===== src/rtl/sram_ctrl_pipe_pkg.sv =====
`default_nettype none
// ============================================================================
//  Module   : sram_ctrl_pipe_pkg
//  Purpose  : Shared constants, command encoding and helper function for the
//             pipelined SRAM controller and its response FIFO.
//             Response entries are laid out as {err, rdata}; the err field is
//             only present when SRAM_CTRL_ADDR_CHK_EN is defined.
//  Revision : 1.0 - initial release
// ============================================================================
package sram_ctrl_pipe_pkg;

    // Deepest SRAM read latency the read-tracking pipeline supports.
    localparam int SRAM_CTRL_RD_LAT_MAX = 2;

    // Width of the error field at the top of a response entry.
    localparam int SRAM_CTRL_ERR_W = 1;

    typedef enum logic {
        CMD_WRITE = 1'b0,
        CMD_READ  = 1'b1
    } cmd_op_e;

    // Ceiling log2 for elaboration-time sizing (sram_clog2(1) == 0).
    function automatic int sram_clog2(input int value);
        int r;
        r = 0;
        while ((1 << r) < value) begin
            r = r + 1;
        end
        return r;
    endfunction

endpackage
`default_nettype wire


===== src/rtl/sram_ctrl_pipe_rsp_fifo.sv =====
`default_nettype none
// ============================================================================
//  Module   : sram_rsp_fifo
//  Purpose  : Generic synchronous FIFO used to buffer SRAM responses.
//             Full/empty come from read/write pointers carrying one extra
//             wrap bit, so no occupancy counter is needed.
//  Ports    : clk, rst        - clock, synchronous active-high reset
//             i_push/i_push_data - write an entry
//             i_pop           - remove the head entry (ignored when empty)
//             o_pop_data      - head entry
//             o_full/o_empty  - status
//  Revision : 1.0 - initial release
// ============================================================================
module sram_rsp_fifo
    import sram_ctrl_pipe_pkg::*;
#(
    parameter int WIDTH = 33,
    parameter int DEPTH = 4
) (
    input  logic             clk,
    input  logic             rst,
    input  logic             i_push,
    input  logic [WIDTH-1:0] i_push_data,
    input  logic             i_pop,
    output logic [WIDTH-1:0] o_pop_data,
    output logic             o_full,
    output logic             o_empty
);

    localparam int c_PW = sram_clog2(DEPTH);
    localparam logic [c_PW:0] c_PTR_ONE = {{c_PW{1'b0}}, 1'b1};

    logic [WIDTH-1:0] r_mem [DEPTH];
    logic [c_PW:0]    r_wr_ptr;
    logic [c_PW:0]    r_rd_ptr;
    logic             w_do_push;
    logic             w_do_pop;

    // Same index with opposite wrap bits means the writer is a lap ahead.
    assign o_empty = (r_wr_ptr == r_rd_ptr);
    assign o_full  = (r_wr_ptr[c_PW] != r_rd_ptr[c_PW]) &&
                     (r_wr_ptr[c_PW-1:0] == r_rd_ptr[c_PW-1:0]);

    // A push into a full FIFO is legal when the head leaves in the same cycle.
    assign w_do_pop  = i_pop & ~o_empty;
    assign w_do_push = i_push & (~o_full | w_do_pop);

    assign o_pop_data = r_mem[r_rd_ptr[c_PW-1:0]];

    always_ff @(posedge clk) begin
        if (w_do_push) begin
            r_mem[r_wr_ptr[c_PW-1:0]] <= i_push_data;
        end
    end

    always_ff @(posedge clk) begin
        if (rst) begin
            r_wr_ptr <= '0;
            r_rd_ptr <= '0;
        end else begin
            if (w_do_push) begin
                r_wr_ptr <= r_wr_ptr + c_PTR_ONE;
            end
            if (w_do_pop) begin
                r_rd_ptr <= r_rd_ptr + c_PTR_ONE;
            end
        end
    end

endmodule
`default_nettype wire


===== src/rtl/sram_ctrl_pipe.sv =====
`default_nettype none
// ============================================================================
//  Module   : sram_ctrl_pipe
//  Purpose  : Bridges a valid/ready cmd/rsp memory channel to a synchronous
//             single-port SRAM with 1- or 2-cycle read latency. A credit
//             counter bounds accepted-but-unreturned transactions to the
//             response FIFO depth, so one command per cycle is sustained and
//             no response is ever dropped under back-pressure.
//  Ports    : clk, rst                      - clock, sync active-high reset
//             sram_cmd_vld/rdy/addr/read/wdata/wmask - command channel
//             sram_rsp_vld/rdy/err/rdata    - response channel
//             sram_cs/we/addr/wem/wdata     - SRAM macro request
//             sram_rdata                    - SRAM read data (RD_LAT after cs)
//  Options  : SRAM_CTRL_ADDR_CHK_EN - flag out-of-range or misaligned commands
//             as errors (no SRAM access, err=1, rdata=0).
//  Revision : 1.0 - initial release
// ============================================================================
module sram_ctrl_pipe
    import sram_ctrl_pipe_pkg::*;
#(
    parameter int AW        = 32,
    parameter int DW        = 32,
    parameter int SRAM_AW   = 14,
    parameter int RD_LAT    = 1,
    parameter int RSP_DEPTH = 4,
    parameter int MEM_BYTES = 65536
) (
    input  logic               clk,
    input  logic               rst,
    input  logic               sram_cmd_vld,
    output logic               sram_cmd_rdy,
    input  logic [AW-1:0]      sram_cmd_addr,
    input  logic               sram_cmd_read,
    input  logic [DW-1:0]      sram_cmd_wdata,
    input  logic [DW/8-1:0]    sram_cmd_wmask,
    output logic               sram_rsp_vld,
    input  logic               sram_rsp_rdy,
    output logic               sram_rsp_err,
    output logic [DW-1:0]      sram_rsp_rdata,
    output logic               sram_cs,
    output logic               sram_we,
    output logic [SRAM_AW-1:0] sram_addr,
    output logic [DW/8-1:0]    sram_wem,
    output logic [DW-1:0]      sram_wdata,
    input  logic [DW-1:0]      sram_rdata
);

    localparam int c_BW  = DW / 8;
    localparam int c_OFF = sram_clog2(c_BW);
    localparam int c_CW  = sram_clog2(RSP_DEPTH + 1);
    localparam int c_LAT = (RD_LAT >= SRAM_CTRL_RD_LAT_MAX) ? SRAM_CTRL_RD_LAT_MAX : 1;
`ifdef SRAM_CTRL_ADDR_CHK_EN
    localparam int c_EW  = DW + SRAM_CTRL_ERR_W;
`else
    localparam int c_EW  = DW;
`endif

    logic            w_acc;
    logic            w_pop;
    logic            w_cmd_err;
    logic            w_push;
    logic [DW-1:0]   w_rdata_in;
    logic [c_EW-1:0] w_push_data;
    logic [c_EW-1:0] w_head;
    logic            w_fifo_full;
    logic            w_fifo_empty;
    logic [c_CW-1:0] r_cnt;
    logic [c_LAT-1:0] r_vld;
    logic [c_LAT-1:0] r_rd;

    // ------------------------------------------------------------------
    // Handshakes. A pop frees a credit in the same cycle, which keeps the
    // channel at full rate when the FIFO and pipeline are saturated.
    // ------------------------------------------------------------------
    assign sram_rsp_vld = ~w_fifo_empty;
    assign w_pop        = sram_rsp_vld & sram_rsp_rdy;
    assign sram_cmd_rdy = ~rst & ((r_cnt < c_CW'(RSP_DEPTH)) | w_pop);
    assign w_acc        = sram_cmd_vld & sram_cmd_rdy;

    // ------------------------------------------------------------------
    // SRAM request
    // ------------------------------------------------------------------
    assign sram_cs    = w_acc & ~w_cmd_err;
    assign sram_we    = (sram_cmd_read == CMD_WRITE);
    assign sram_wem   = sram_cmd_read ? '0 : sram_cmd_wmask;
    assign sram_wdata = sram_cmd_wdata;
    assign sram_addr  = sram_cmd_addr[c_OFF +: SRAM_AW];

`ifdef SRAM_CTRL_ADDR_CHK_EN
    logic w_misalign;
    logic w_oob;

    generate
        if (c_OFF > 0) begin : g_align_chk
            assign w_misalign = |sram_cmd_addr[c_OFF-1:0];
        end else begin : g_align_none
            assign w_misalign = 1'b0;
        end
    endgenerate

    // One extra bit so a MEM_BYTES equal to 2**AW never reads as zero.
    assign w_oob     = {1'b0, sram_cmd_addr} >= (AW+1)'(MEM_BYTES);
    assign w_cmd_err = w_misalign | w_oob;
`else
    logic w_unused_addr;

    // Address bits outside the word index are intentionally ignored.
    assign w_cmd_err     = 1'b0;
    assign w_unused_addr = ^{sram_cmd_addr, 32'(MEM_BYTES)};
`endif

    // ------------------------------------------------------------------
    // Credit counter: transactions accepted but not yet popped.
    // ------------------------------------------------------------------
    always_ff @(posedge clk) begin
        if (rst) begin
            r_cnt <= '0;
        end else begin
            case ({w_acc, w_pop})
                2'b10:   r_cnt <= r_cnt + c_CW'(1);
                2'b01:   r_cnt <= r_cnt - c_CW'(1);
                default: r_cnt <= r_cnt;
            endcase
        end
    end

    // ------------------------------------------------------------------
    // Read-tracking pipeline, aligned so the last stage coincides with the
    // cycle sram_rdata is valid. Error and write commands carry rd=0 so
    // their response data is forced to zero.
    // ------------------------------------------------------------------
    always_ff @(posedge clk) begin
        if (rst) begin
            r_vld <= '0;
            r_rd  <= '0;
        end else begin
            r_vld[0] <= w_acc;
            r_rd[0]  <= w_acc & sram_cmd_read & ~w_cmd_err;
            for (int i = 1; i < c_LAT; i++) begin
                r_vld[i] <= r_vld[i-1];
                r_rd[i]  <= r_rd[i-1];
            end
        end
    end

    assign w_push     = r_vld[c_LAT-1];
    assign w_rdata_in = r_rd[c_LAT-1] ? sram_rdata : '0;

`ifdef SRAM_CTRL_ADDR_CHK_EN
    logic [c_LAT-1:0] r_err;

    always_ff @(posedge clk) begin
        if (rst) begin
            r_err <= '0;
        end else begin
            r_err[0] <= w_acc & w_cmd_err;
            for (int i = 1; i < c_LAT; i++) begin
                r_err[i] <= r_err[i-1];
            end
        end
    end

    assign w_push_data    = {r_err[c_LAT-1], w_rdata_in};
    assign sram_rsp_err   = w_head[DW];
    assign sram_rsp_rdata = w_head[DW-1:0];
`else
    assign w_push_data    = w_rdata_in;
    assign sram_rsp_err   = 1'b0;
    assign sram_rsp_rdata = w_head;
`endif

    // ------------------------------------------------------------------
    // Response FIFO. Credits guarantee it never overflows, so full is
    // informational only.
    // ------------------------------------------------------------------
    logic w_unused_full;
    assign w_unused_full = w_fifo_full;

    sram_rsp_fifo #(
        .WIDTH (c_EW),
        .DEPTH (RSP_DEPTH)
    ) u_rsp_fifo (
        .clk         (clk),
        .rst         (rst),
        .i_push      (w_push),
        .i_push_data (w_push_data),
        .i_pop       (w_pop),
        .o_pop_data  (w_head),
        .o_full      (w_fifo_full),
        .o_empty     (w_fifo_empty)
    );

endmodule
`default_nettype wire


===== config.mk =====
export PLATFORM = sky130hd
export DESIGN_NAME = sram_ctrl_pipe
export DESIGN_NICKNAME = d
export VERILOG_FILES = /design/src/rtl/sram_ctrl_pipe_pkg.sv /design/src/rtl/sram_ctrl_pipe_rsp_fifo.sv /design/src/rtl/sram_ctrl_pipe.sv
export SDC_FILE = /design/constraint.sdc
export NUM_CORES = 1
export LEC_CHECK = 0
export CAP_MARGIN = 20
export CORE_MARGIN = 5
export CORE_UTILIZATION = 42
export DETAILED_ROUTE_END_ITERATION = 12
export PLACE_DENSITY_LB_ADDON = 0.08
export SYNTH_ARGS = -nofsm -noshare
export SYNTH_HDL_FRONTEND = slang
export SYNTH_SLANG_ARGS = --single-unit

===== constraint.sdc =====
create_clock -name clk -period 3.1 [get_ports clk]
set_input_delay 0.465 -clock clk [delete_from_list [all_inputs] [get_ports clk]]
set_output_delay 0.465 -clock clk [all_outputs]
set_load 0.01 [all_outputs]

# Word level (Yosys, flattened, before mapping)
# Memories as Yosys holds them, arrays and structs flattened. A register that Yosys moved wholly into a read port is not among the register bits.
# Index checks and enable logic that the tools add are counted.
[totals] reg_bits=11 ram_bits=128 inputBits=105 word_cells=37 n_memories=1
[classes] n_addsub=4 order_cmp=1 n_eq_ne=5 muxes=7 bitwise_logic=12 n_reduce_logical=2
[mem_list] memory="u_rsp_fifo.r_mem" words=4 width=32 rd=1 rd_ports_with_merged_regs=1 wr=1 line_no="sram_ctrl_pipe_rsp_fifo.sv:33" source="logic [WIDTH-1:0] r_mem [DEPTH];"
[op_table] operator="$mux W32" count=1
[op_table] operator="$add A3 B1 Y3 const B" count=3
[op_table] operator="$and A1 B1 Y1" count=6
[op_table] operator="$pmux W3 S2" count=1
[op_table] operator="$mux W2" count=2
[op_table] operator="$mux W4" count=1
[op_table] operator="$not A1 Y1" count=4
[op_table] operator="$eq A3 B3 Y1" count=1
[op_table] operator="$lt A3 B3 Y1 const B" count=1
[op_table] operator="$sub A3 B1 Y3 const B" count=1
[op_table] operator="$eq A2 B1 Y1 const B" count=1
[op_table] operator="$eq A2 B2 Y1" count=1
[op_table] operator="$eq A2 B2 Y1 const B" count=1
[op_table] operator="$mux W1" count=2
[op_table] operator="$or A1 B1 Y1" count=2
[op_table] operator="$reduce_bool A2 Y1" count=1
[op_table] operator="$logic_and A1 B1 Y1" count=1
[op_table] operator="$ne A1 B1 Y1" count=1

# Longest topological paths before layout
# Gate-level depths: netlist (run 1).
[logic_depth] depth_word=8 depth_mapped=9 ltp_nobuf=9

# Modules after synthesis
# Synthesis (run 1) repeated with hierarchy kept, for this count alone.
[hier_totals] hier_cells=334 hier_area_um2=5974.5
[modules_own_cells] mod="sram_rsp_fifo" instances=1 cells_each=222 area_per_inst_um2=5144.9 seq_area_each_um2=4003.8
[modules_own_cells] mod="sram_ctrl_pipe" instances=1 cells_each=112 area_per_inst_um2=829.5 seq_area_each_um2=100.1

# Least setup slack after synthesis (run 1)
# Ideal clock, no wire load.
[synth_timing] path_kind="register to register" startpoint="register u_rsp_fifo.r_wr_ptr[0]" endpoint="register u_rsp_fifo.r_wr_ptr[2]" setup_time_ps=126 arrival_time_ps=2851 required_time_ps=2974 setup_slack_ps=122 path_stages_with_launch=4 synth_period_minus_slack_ps=2978 path_cell_list="dfxtp_1 -> xnor2_1 -> a41oi_1 -> mux2_2"
[synth_between] elab_chain_cells=6 elab_cells_between_ends=10 classes_between="add/sub: 1; eq/ne: 2; bitwise: 6; reduce/logical: 1"
[synth_rtl] item="start: declaration" line_no="sram_ctrl_pipe_rsp_fifo.sv:34" source="logic [c_PW:0] r_wr_ptr;"
[synth_rtl] item="start signal: assignment" line_no="sram_ctrl_pipe_rsp_fifo.sv:62" source="r_wr_ptr <= r_wr_ptr + c_PTR_ONE;"
[synth_rtl] item="$eq A3 B3 Y1" line_no="sram_ctrl_pipe_rsp_fifo.sv:40" source="assign o_empty = (r_wr_ptr == r_rd_ptr);"
[synth_rtl] item="$not A1 Y1" line_no="sram_ctrl_pipe_rsp_fifo.sv:45, sram_ctrl_pipe.sv:75"
[synth_rtl] item="$and A1 B1 Y1" line_no="sram_ctrl_pipe.sv:76" source="assign w_pop = sram_rsp_vld & sram_rsp_rdy;"
[synth_rtl] item="$and A1 B1 Y1" line_no="sram_ctrl_pipe_rsp_fifo.sv:45" source="assign w_do_pop = i_pop & ~o_empty;"
[synth_rtl] item="$or A1 B1 Y1" line_no="sram_ctrl_pipe_rsp_fifo.sv:46" source="assign w_do_push = i_push & (~o_full | w_do_pop);"
[synth_rtl] item="$and A1 B1 Y1" line_no="sram_ctrl_pipe_rsp_fifo.sv:46"
# Several ways; a longest one is shown, not always the timed one.
# A chain may end at the register's enable or synchronous reset.

==> flow_metrics.tcl, run 1 <==
set metrics [dict create \
    r2r_setup_slack_ps 590 \
    rsz0062_at_grt "no" \
    timing.final.crit_period_ps 2786 \
    die_h_um 128.9 \
    cts_sinks 141 \
    synth_edf_count 128 \
    crit_type "reg2out" \
    setup_viol 0 \
    synth-simple-area-share_pct 5.706 \
    dieArea_um2 16630 \
    wl_um 10730 \
    grt_pass1_wl_um 16690 \
    synth_compound_area_share_pct 1.790 \
    syn-instance-count 331 \
    r2r-end "r_cnt[2]" \
    required_ps 2630 \
    p_per_area_nw_per_um2 689.4 \
    hpwl_um 6587 \
    ys_seq_area_share_pct 69.07 \
    antenna_cells 0 \
    hold_buffers 0 \
    final_hold_viol_count 0 \
    grt_overflow 0 \
    vdd_drop_max_uv 395.4 \
    drive_above_1_share_pct 20.61 \
    clock.fmax_mhz 358.9 \
    gp_congestion 0.7130 \
    synth_top_area_share_pct 64.69 \
    grt_pass1_vias 3081 \
    synth_most_common_cell "edfxtp_1" \
    core_um2 13880 \
    synth_flop_cell "edfxtp_1" \
    critical_path.startpoint_type "register" \
    synth_nets 443 \
    synth-xor-area-share_pct 1.179 \
    drv_cap 0 \
    cp_max_fo 25 \
    syn_area_um2 5942 \
    cts_tree "yes" \
    viasPerCell 4.979 \
    grt_max_degree 33 \
    ys_async_sr_fraction_pct 0 \
    synth_area_per_cell_um2 17.95 \
    fill_cells 1142 \
    tns_ps 0 \
    yosys.area.top_type "edfxtp_1" \
    nets 492 \
    fin_cells 573 \
    finalClockSkew_ps 4.917 \
    io_pins 192 \
    synth_seq_cells 141 \
    wl_per_cell_um 18.73 \
    min_period_over_period_pct 89.87 \
    track_usage_pct 13.75 \
    cts_setup_buffers 0 \
    r2r_cells 9 \
    netlist_top_cells_area "edfxtp_1, mux4_2, buf_4, dfxtp_1, and2_1" \
    htree_levels 4 \
    max_slew_margin_pct 65.46 \
    synthToLayoutAreaGrowth_pct 22.80 \
    dpl.cell_count 541 \
    maxSlewViolCount 0 \
    synth_top_family_by_area "multiplexers" \
    insertion_delay_ps 410 \
    min_path_type "reg2reg" \
    crit_path_end_kind "output port" \
    clockBufferDepth 2 \
    route.vias.total 2853 \
    whs_path_depth 1 \
    cts.reportedPaths.clkPinSlew_ps 60 \
    cts-buffers-inserted 17 \
    yosysWarnings 0 \
    dr.pass1.iters 4 \
    power_leakage_nw 2.465 \
    cp.arrival_ps 2320 \
    synth.distinct_cells 34 \
    drc 0 \
    ant_nets 0 \
    port_buffers 80 \
    synthAdderAreaFrac_pct 1.600 \
    start_util_pct 42.81 \
    synth_commonest_cells "edfxtp_1, buf_4, and2_1, mux4_2, dfxtp_1" \
    hp-start "r_cnt[2]" \
    post_cts_resized 0 \
    drtIter0Drc 149 \
    rows 43 \
    cts_root_buffer "clkbuf_16" \
    status "completed" \
    tightestPinTransition_ps 516.4 \
    hold_path_end "r_rd" \
    die_width_um 128.9 \
    r2r-start "u_rsp_fifo.r_rd_ptr[2]" \
    synthMuxAreaShare_pct 13.46 \
    antenna_found_initial 0 \
]
cells in the final DEF, fill, tap and decap left out, types with 2 or more instances in the layout:
master           synthesis  final
inv_1                    6      6
dfxtp_2                  0      2
edfxtp_1               128    128
nor2_1                   6      6
mux2i_1                  3      3
nand2_1                  2      2
mux2_2                   3      3
clkinv_2                 0      6
a21boi_0                 2      2
o21ai_0                  2      2
dfxtp_1                 13     11
buf_12                   0      5
nand2b_1                 4      4
and2_1                  35     32
xnor2_1                  4      4
clkinv_1                 0      3
xor2_1                   4      4
and2_2                   0      3
clkdlybuf4s50_1          0     80
ha_1                     6      6
buf_4                   47      3
bufinv_16                0      3
nor2b_1                  7      7
clkinvlp_4               0      3
a21oi_1                  3      3
clkbuf_16                0     17
mux4_2                  32     32
through the flow:
step / total power [mW] / utilization, % / hold slack [ps] / setup WS (ps) / area [µm²]
final: 5.031 / 52.57 / 538.4 / 314.1 / 7297
after global routing: 5.274 / 52.57 / 572.3 / 147.8 / 7297
after CTS: 5.121 / 52.57 / 549.8 / 214.0 / 7297
after detailed placement: 3.140 / 48.40 / 531.0 / 336.4 / 6718
after global placement: 3.133 / 48.40 / 513.6 / 370.2 / 6718
after floorplan: 2.779 / - / 469.5 / 122.4 / 5942
worst max-delay path by stage:
stage | startpoint | to | slack, ps
after floorplan | u_rsp_fifo.r_wr_ptr[0] | u_rsp_fifo.r_wr_ptr[2] | 120
after detailed placement | sram_rsp_rdy | r_cnt[2] | 340
after global placement | sram_rsp_rdy | r_cnt[2] | 370
final | register | sram_rsp_rdata[14] | 310
after global routing | register | sram_rsp_rdata[14] | 150
after CTS | register | sram_rsp_rdata[14] | 210
kinds of logic after synthesis:
family | after synthesis
compound gates | 13
fa+ha+maj | 7
simple gates | 57
mux | 39
other cells | 1
buf+inv | 65
xor+xnor | 8
flops | 141
power by group:
part           internal, mW  total (mW)  leakage (nW)  switching, mW
Clock                  1.24        1.96         0.280          0.713
Sequential             2.15        2.21          1.32         0.0563
Combinational         0.505       0.864         0.867          0.359
registers in the layout (all words and copies together), names as in the netlist, named ones only:
signal and count:
u_rsp_fifo.r_wr_ptr 3, u_rsp_fifo.r_rd_ptr 3, r_vld 1, u_rsp_fifo.r_mem 128
r_rd 1, r_cnt 3
critical path: stages (launching register included):
cell and delay, ps:
dfxtp_2 520, buf_12 290, mux4_2 580, clkdlybuf4s50_1 520
per-layer routing:
metal	track usage [%]	share of wire (%)
met1	16.78	42
met2	21.74	50
met3	5.313	6.2
met4	6.238	2.1
met5	0	0
cell type report:
class | instances | area, µm² | area share [%]
clock buffer | 17 | 425.4 | 5.830
clock inverter | 15 | 153.9 | 2.109
inverter | 7 | 26.28 | 0.3601
multi-input combinational | 125 | 1436 | 19.68
sequential | 141 | 4106 | 56.28
tap | 180 | 225.2 | 3.086
timing repair buffer | 88 | 923.4 | 12.65
Note: power is estimated with default switching activity, not from simulation.
==> inputs of run 2 (changes only) <==
--- a/config.mk
+++ b/config.mk
@@ -9,6 +9,7 @@
 export CORE_MARGIN = 5
 export CORE_UTILIZATION = 42
 export DETAILED_ROUTE_END_ITERATION = 12
+export GPL_ROUTABILITY_DRIVEN = 0
 export PLACE_DENSITY_LB_ADDON = 0.08
 export SYNTH_ARGS = -nofsm -noshare
 export SYNTH_HDL_FRONTEND = slang
==> results of run 2 <==
Final layout, timing and power as in run 1 (identical DEF).
